## config.mk

```make
export PLATFORM = sky130hd
export DESIGN_NAME = debounce_bank
export DESIGN_NICKNAME = d
export VERILOG_FILES = /design/src/rtl/debounce_bank.sv
export SDC_FILE = /design/constraint.sdc
export NUM_CORES = 1
export LEC_CHECK = 0
export CORE_MARGIN = 3
export CORE_UTILIZATION = 65
export DETAILED_ROUTE_END_ITERATION = 10
export DONT_BUFFER_PORTS = 1
export GPL_ROUTABILITY_DRIVEN = 1
export GPL_TIMING_DRIVEN = 0
export PLACE_DENSITY = 0.81
export RECOVER_POWER = 25
export SYNTH_ARGS = -nofsm -noshare
export SYNTH_HDL_FRONTEND = slang
export SYNTH_SLANG_ARGS = --single-unit
```

## constraint.sdc

```tcl
create_clock -name clk -period 5.25 [get_ports clk]
set_input_delay 1.05 -clock clk [delete_from_list [all_inputs] [get_ports clk]]
set_output_delay 1.05 -clock clk [all_outputs]
set_load 0.05 [all_outputs]
```

## src/rtl/debounce_bank.sv

```systemverilog
// debounce_bank: multi-channel push-button conditioner.
// Each channel has a synchroniser, a tick-qualified stability counter and
// registered level / press / release outputs; one prescaler is shared.
// Optional hold-to-repeat is built when DEBOUNCE_REPEAT_EN is defined.
module debounce_bank #(
  parameter int CHANNELS     = 3,
  parameter int TICK_DIV     = 250000,
  parameter int STABLE_TICKS = 4,
  parameter int SYNC_STAGES  = 2,
  parameter int REPEAT_DELAY = 100,
  parameter int REPEAT_RATE  = 25
) (
  input  logic                clk,
  input  logic                reset,
  input  logic [CHANNELS-1:0] btn_in,
  output logic [CHANNELS-1:0] btn_level,
  output logic [CHANNELS-1:0] btn_press,
  output logic [CHANNELS-1:0] btn_release,
  output logic                tick
);

  localparam int DIV_W = (TICK_DIV > 1) ? $clog2(TICK_DIV) : 1;
  localparam int STB_W = $clog2(STABLE_TICKS + 1);
  localparam logic [DIV_W-1:0] DIV_LAST = DIV_W'(TICK_DIV - 1);
  localparam logic [STB_W-1:0] STB_LAST = STB_W'(STABLE_TICKS - 1);

`ifdef DEBOUNCE_REPEAT_EN
  localparam int HOLD_MAX = (REPEAT_DELAY > REPEAT_RATE) ? REPEAT_DELAY : REPEAT_RATE;
  localparam int HOLD_W   = $clog2(HOLD_MAX + 1);
  localparam logic [HOLD_W-1:0] HOLD_DLY = HOLD_W'(REPEAT_DELAY - 1);
  localparam logic [HOLD_W-1:0] HOLD_RAT = HOLD_W'(REPEAT_RATE - 1);
`endif

  logic [DIV_W-1:0] div_cnt_r;
  logic             tick_r;

  // Shared prescaler: wraps at TICK_DIV-1 and strobes tick the cycle after.
  always_ff @(posedge clk or posedge reset) begin
    if (reset) begin
      div_cnt_r <= '0;
      tick_r    <= 1'b0;
    end else begin
      if (div_cnt_r == DIV_LAST) begin
        div_cnt_r <= '0;
      end else begin
        div_cnt_r <= div_cnt_r + DIV_W'(1);
      end
      tick_r <= (div_cnt_r == DIV_LAST);
    end
  end

  assign tick = tick_r;

  for (genvar i = 0; i < CHANNELS; i++) begin : g_ch
    logic [SYNC_STAGES-1:0] sync_r;
    logic                   sync_s;
    logic [STB_W-1:0]       stb_cnt_r;
    logic [STB_W-1:0]       stb_cnt_s;
    logic                   accept_s;
    logic                   repeat_s;
    logic                   level_r;
    logic                   press_r;
    logic                   release_r;

    // Synchroniser chain for the asynchronous button input.
    always_ff @(posedge clk or posedge reset) begin
      if (reset) begin
        sync_r <= '0;
      end else begin
        sync_r <= {sync_r[SYNC_STAGES-2:0], btn_in[i]};
      end
    end

    assign sync_s = sync_r[SYNC_STAGES-1];

    // Stability qualification: a new level must differ on consecutive ticks.
    always_comb begin
      stb_cnt_s = stb_cnt_r;
      accept_s  = 1'b0;
      if (tick_r) begin
        if (sync_s == level_r) begin
          stb_cnt_s = '0;
        end else if (stb_cnt_r == STB_LAST) begin
          stb_cnt_s = '0;
          accept_s  = 1'b1;
        end else begin
          stb_cnt_s = stb_cnt_r + STB_W'(1);
        end
      end else begin
        stb_cnt_s = stb_cnt_r;
      end
    end

`ifdef DEBOUNCE_REPEAT_EN
    logic [HOLD_W-1:0] hold_r;
    logic [HOLD_W-1:0] hold_s;
    logic              rep_r;
    logic              rep_s;

    // Hold-to-repeat: first repeat after REPEAT_DELAY ticks, then every REPEAT_RATE.
    always_comb begin
      hold_s   = hold_r;
      rep_s    = rep_r;
      repeat_s = 1'b0;
      if (!level_r || accept_s) begin
        hold_s = '0;
        rep_s  = 1'b0;
      end else if (tick_r) begin
        if (!rep_r) begin
          if (hold_r == HOLD_DLY) begin
            hold_s   = '0;
            rep_s    = 1'b1;
            repeat_s = 1'b1;
          end else begin
            hold_s = hold_r + HOLD_W'(1);
          end
        end else begin
          if (hold_r == HOLD_RAT) begin
            hold_s   = '0;
            repeat_s = 1'b1;
          end else begin
            hold_s = hold_r + HOLD_W'(1);
          end
        end
      end else begin
        hold_s = hold_r;
      end
    end

    // Hold counter state.
    always_ff @(posedge clk or posedge reset) begin
      if (reset) begin
        hold_r <= '0;
        rep_r  <= 1'b0;
      end else begin
        hold_r <= hold_s;
        rep_r  <= rep_s;
      end
    end
`else
    assign repeat_s = 1'b0;
`endif

    // Registered level and single-cycle pulse outputs.
    always_ff @(posedge clk or posedge reset) begin
      if (reset) begin
        stb_cnt_r <= '0;
        level_r   <= 1'b0;
        press_r   <= 1'b0;
        release_r <= 1'b0;
      end else begin
        stb_cnt_r <= stb_cnt_s;
        if (accept_s) begin
          level_r   <= sync_s;
          press_r   <= sync_s;
          release_r <= ~sync_s;
        end else begin
          level_r   <= level_r;
          press_r   <= repeat_s;
          release_r <= 1'b0;
        end
      end
    end

    assign btn_level[i]   = level_r;
    assign btn_press[i]   = press_r;
    assign btn_release[i] = release_r;
  end

endmodule
```

**Word-level counts from Yosys, hierarchy flattened**

Cells that the tools add are included.

- Word-level logic and storage cells: 53
- Memory bits (writable): 0
- Bits in latches: 0
- Memories kept: 0
- ROM bits: 0
- Bits in registers: 43
- Output and inout bits: 10

- Magnitude comparators: 0
- Reduce and logical (&&, ||, !) cells: 0
- Eq/ne operators: 7
- Div/mod/pow operators: 0
- Add/sub/neg operators: 4
- Bitwise logic cells: 3
- $mul: 0
- Shift-type cells: 0
- Muxes and demuxes: 22

Operators with widths:

| kind | number |
|---|---|
| $add 18x1->18 const B | 1 |
| $eq 18x18->1 const B | 1 |
| $mux 18 | 1 |
| $mux 3 | 6 |
| $mux 1 | 15 |
| $add 3x1->3 const B | 3 |
| $eq 3x2->1 const B | 3 |
| $eq 1x1->1 | 3 |
| $not 1->1 | 3 |

**Logic depth before layout (Yosys ltp)**

- Depth in word-level cells: 5
- Mapped depth: 6
- Mapped depth without buffers: 5

**Worst setup path before layout**

OpenSTA, ideal clock, no wires.

- Path kind: register to register
- Start: register div_cnt_r[8]
- End: register div_cnt_r[15]
- Buffers on the path: 1
- Data required time: 5.124 ns
- Path slack: 3.511 ns
- Period minus slack after synthesis: 1.739 ns
- Cell stages (with the launch flop): 6
- Arrival time: 1.614 ns
- Cells stage by stage: dfrtp_1 or4_2 nor3_1 and4_1 buf_4 a21oi_1

- Word-level cells in the longest chain between the ends: 2
- Elaborated cells on any way between the ends: 3

RTL lines:

| item | line | source |
|---|---|---|
| from (decl) | 34 | `logic [DIV_W-1:0] div_cnt_r;` |
| from (signal assigned) | 46 | `div_cnt_r <= div_cnt_r + DIV_W'(1);` |
| $add 18x1->18 / $eq 18x18->1 (equally long branches) | 46, 43 |  |
| $mux 18 * | 43 | `if (div_cnt_r == DIV_LAST) begin` |

Mark *: on every way between the ends. The rest lies on a longest branch, timed or not.
A chain may end at the register's enable or synchronous reset.

**Worst setup path in the final report**

- Start: register g_ch[0].level_r
- End: output btn_level[0]

RTL lines:

| item | line | source |
|---|---|---|
| from (decl) | 61 | `logic level_r;` |
| from (signal assigned) | 154 | `level_r <= sync_s;` |
| from (signal assigned) | 158 | `level_r <= level_r;` |
| to (decl) | 16 | `output logic [CHANNELS-1:0] btn_level,` |

No word-level cell between the ends.

==> load_flow_metrics.sql <==
INSERT INTO impl_metrics (metric_group, metric, value, unit) VALUES
('status', 'run_status', 'finished with violations', ''),
('status', 'violations', 'capacitance limit, slew limit', ''),
('yosys', 'mappedNetlistNets', '171', ''),
('route', 'via_count_of_the_routed_design', '1146', ''),
('timing', 'clock_skew_after_layout', '6.830', 'ps'),
('grt', 'grt_pass1_vias', '1160', ''),
('final_layout', 'area_delta_synth_final', '5.418', '%'),
('power_and_ir_drop', 'power_density', '262.6', 'nW/µm²'),
('yosys', 'yosys-mux-area-fraction', '3.010', '%'),
('timing', 'worst_slew_margin_rel', '-1.921', '%'),
('clock_tree', 'number_of_buffers_between_clock_root_and_the_deepest_sink', '2', ''),
('timing', 'period_needed', '2051', 'ps'),
('worst_setup_path', 'cp_data_required_time', '4200', 'ps'),
('clock_tree', 'cts-buffers-inserted', '5', ''),
('yosys', 'postSynthAreaPerCell', '11.55', 'µm²'),
('timing', 'setup_total_negative_slack', '0', 'ps'),
('timing', 'final_min_period_over_clock_period', '39.08', '%'),
('route', 'wl_cell', '13.96', 'µm'),
('clock_tree', 'clk-insertion-delay-late', '340', 'ps'),
('grt', 'grt_start_max_net_pins', '44', ''),
('yosys', 'synth_cells', '162', ''),
('clock_tree', 'post_cts_buffers', '0', ''),
('run', 'cap_violations', '1', ''),
('die', 'die_area', '3558', 'µm²'),
('final_layout', 'layout.cells.most_common_list', 'dfrtp_1, nor2_1, xnor2_1, nand2_1, buf_4', ''),
('route', 'routed_wirelength', '2.792', 'mm'),
('yosys', 'ys_types', '32', ''),
('yosys', 'ys.flop_type', 'dfrtp_1', ''),
('worst_setup_path', 'worst_setup_path_end_kind', 'output port', ''),
('die', 'core_ar', '2613', 'µm²'),
('worst_setup_path', 'cp_slowest_cell', 'dfrtp_1', ''),
('timing', 'rsz0062_at_grt', 'false', ''),
('placed_design', 'place_congestion', '0.7618', ''),
('placed_design', 'dpl_worst_slack', '3348', 'ps'),
('worst_setup_path', 'cp.arrival', '1000', 'ps'),
('die', 'io_pins', '15', ''),
('clock_tree', 'post_cts_hold_buffer_count', '0', ''),
('worst_setup_path', 'crit_path_max_fanout', '5', ''),
('die', 'floorplan.die.width', '59.65', 'µm'),
('die', 'fp-row-count', '18', ''),
('hold_path', 'holdCritPathClass', 'reg -> reg', ''),
('clock_tree', 'worst_setup_hold_path_clk_slew', '110', 'ps'),
('die', 'initial_core_util', '71.60', '%'),
('die', 'die_h', '59.65', 'µm'),
('timing', 'achievable-frequency', '0.4875', 'GHz'),
('power_and_ir_drop', 'power.static_leakage', '0.0009304', 'µW'),
('yosys', 'synth.ff_latch_count', '43', ''),
('yosys', 'synthAdderAreaFrac', '2.676', '%'),
('placed_design', 'io_buffer_count', '0', ''),
('clock_tree', 'cts_max_level', '2', ''),
('timing', 'worstMarginPinSlew', '1527', 'ps'),
('final_layout', 'drive_above_1_share', '15.88', '%'),
('route', 'route.detailed.vias_per_inst', '5.730', ''),
('final_layout', 'most_common_cell_after_layout_fill_and_taps_aside', 'dfrtp_1', ''),
('power_and_ir_drop', 'fin_total_pwr', '517.9', 'µW'),
('clock_tree', 'clk_root_buffer_cell', 'clkbuf_4', ''),
('grt', 'initial_antenna_violation_count', '0', ''),
('final_layout', 'antennaDiodeCount', '0', ''),
('yosys', 'synth_top_family_by_area', 'simple AND/OR/NAND/NOR gates', ''),
('clock_tree', 'cts_repair_resize_count', '0', ''),
('yosys', 'synth_sequential_area_ratio', '57.53', '%'),
('route', 'drt_pre_antenna_iters', '4', ''),
('timing', 'count_of_final_max_slew_check_failures', '44', ''),
('power_and_ir_drop', 'ir_worst_vdd', '262.5', 'µV'),
('clock_tree', 'clock_sink_count', '43', ''),
('clock_tree', 'tritoncts', 'yes', ''),
('timing', 'number_of_hold_violations_in_the_final_report', '0', ''),
('yosys', 'post_synth_xor_area_fraction', '7.960', '%'),
('worst_setup_path', 'timing.critical_path.max_delay_family', 'flip-flops', ''),
('worst_setup_path', 'cp_cell_sequence', 'buf_4', ''),
('worst_setup_path', 'timing.critical_path.from_type', 'register', '');
## cell usage after synthesis (2+ instances only)
cell type / count / area (µm²)
dfrtp_1: 43 / 1076
nor2_1: 11 / 41.29
buf_4: 10 / 75.07
nand2_1: 10 / 37.54
xnor2_1: 10 / 87.58
inv_1: 7 / 26.28
xor2_1: 7 / 61.31
nand3_1: 6 / 30.03
nor3_1: 6 / 30.03
nor3b_1: 6 / 45.04
mux2_2: 5 / 56.30
o21ai_0: 5 / 25.02
ha_1: 4 / 50.05
o22ai_1: 4 / 25.02
and2_1: 3 / 18.77
nand4_1: 3 / 18.77
nor2b_1: 3 / 18.77
nor4_1: 3 / 18.77
clkbuf_1: 2 / 7.510
or3_1: 2 / 12.51
## worst reg2reg max path, stage by stage (launching register included)
cell and delay, ps:
dfrtp_1 440, or4_2 670, nor3_1 210, and4_1 230
buf_4 180, nor2_1 70
## worst paths after layout
| path | slack, ps | cells after the start | from | endpoint |
|---|---|---|---|---|
| max | 3200 | 1 | g_ch[0].level_r$_DFFE_PP0P_ | btn_level[0] |
| min | 360 | 0 | g_ch[0].sync_r[0]$_DFF_PP0_ | g_ch[0].sync_r[1]$_DFF_PP0_ |
| max reg2reg | 3350 | 5 | div_cnt_r[8]$_DFF_PP0_ | div_cnt_r[3]$_DFF_PP0_ |
| min reg2reg | 360 | 0 | g_ch[0].sync_r[0]$_DFF_PP0_ | g_ch[0].sync_r[1]$_DFF_PP0_ |
| max in group asynchronous | 3310 | 1 | reset | div_cnt_r[12]$_DFF_PP0_ |
| min in group asynchronous | 1050 | 1 | reset | g_ch[0].stb_cnt_r[0]$_DFFE_PP0P_ |
## sequential cells by signal, indices dropped and copies added, names as in the netlist
signal          flops
g_ch.level_r        3
g_ch.release_r      3
g_ch.stb_cnt_r      9
tick                1
div_cnt_r          18
g_ch.sync_r         6
g_ch.press_r        3
## per-stage QoR
stage | hold slack [ps] | cells | instance area, µm² | util [%]
after floorplan | 331.2 | 162 | 1871 | -
after global placement | 333.9 | 192 | 1908 | 73.04
after detailed placement | 334.7 | 192 | 1908 | 73.04
after CTS | 361.6 | 200 | 1977 | 75.67
after global routing | 370.5 | 200 | 1972 | 75.48
final | 361.2 | 200 | 1972 | 75.48
## report_power, final
part,switching [µW],internal (µW),leakage (µW)
Sequential,1.47,333,0.000573
Combinational,6.95,1.39,0.000319
Clock,95.8,78.9,0.0000386
Total,104,414,0.000930
## layout make-up
| cell class | count | area [µm²] |
|---|---|---|
| Sequential cell | 43 | 1076 |
| Multi-Input combinational cell | 100 | 680.7 |
| Fill cell | 179 | 640.6 |
| Buffer | 12 | 82.58 |
| Clock buffer | 8 | 68.82 |
| Tap cell | 30 | 37.54 |
| Inverter | 7 | 26.28 |
## routing by layer
| layer | global-route usage [%] | part of all wire [%] | vias up |
|---|---|---|---|
| met5 | 0 | 0 | - |
| met4 | 4.747 | 0.79 | 0 |
| li1 | - | - | 561 |
| met1 | 20.12 | 43 | 564 |
| met3 | 6.100 | 4.7 | 4 |
| met2 | 32.56 | 51 | 17 |
## kinds of logic after synthesis
kind of cell / after synthesis
AO/OA/AOI/OAI: 11
XOR/XNOR: 17
multiplexers: 5
AND/OR/NAND/NOR: 63
buffers and inverters: 19
flip-flops: 43
adder cells (fa/ha/maj): 4
(Power assumes the default switching activity.)
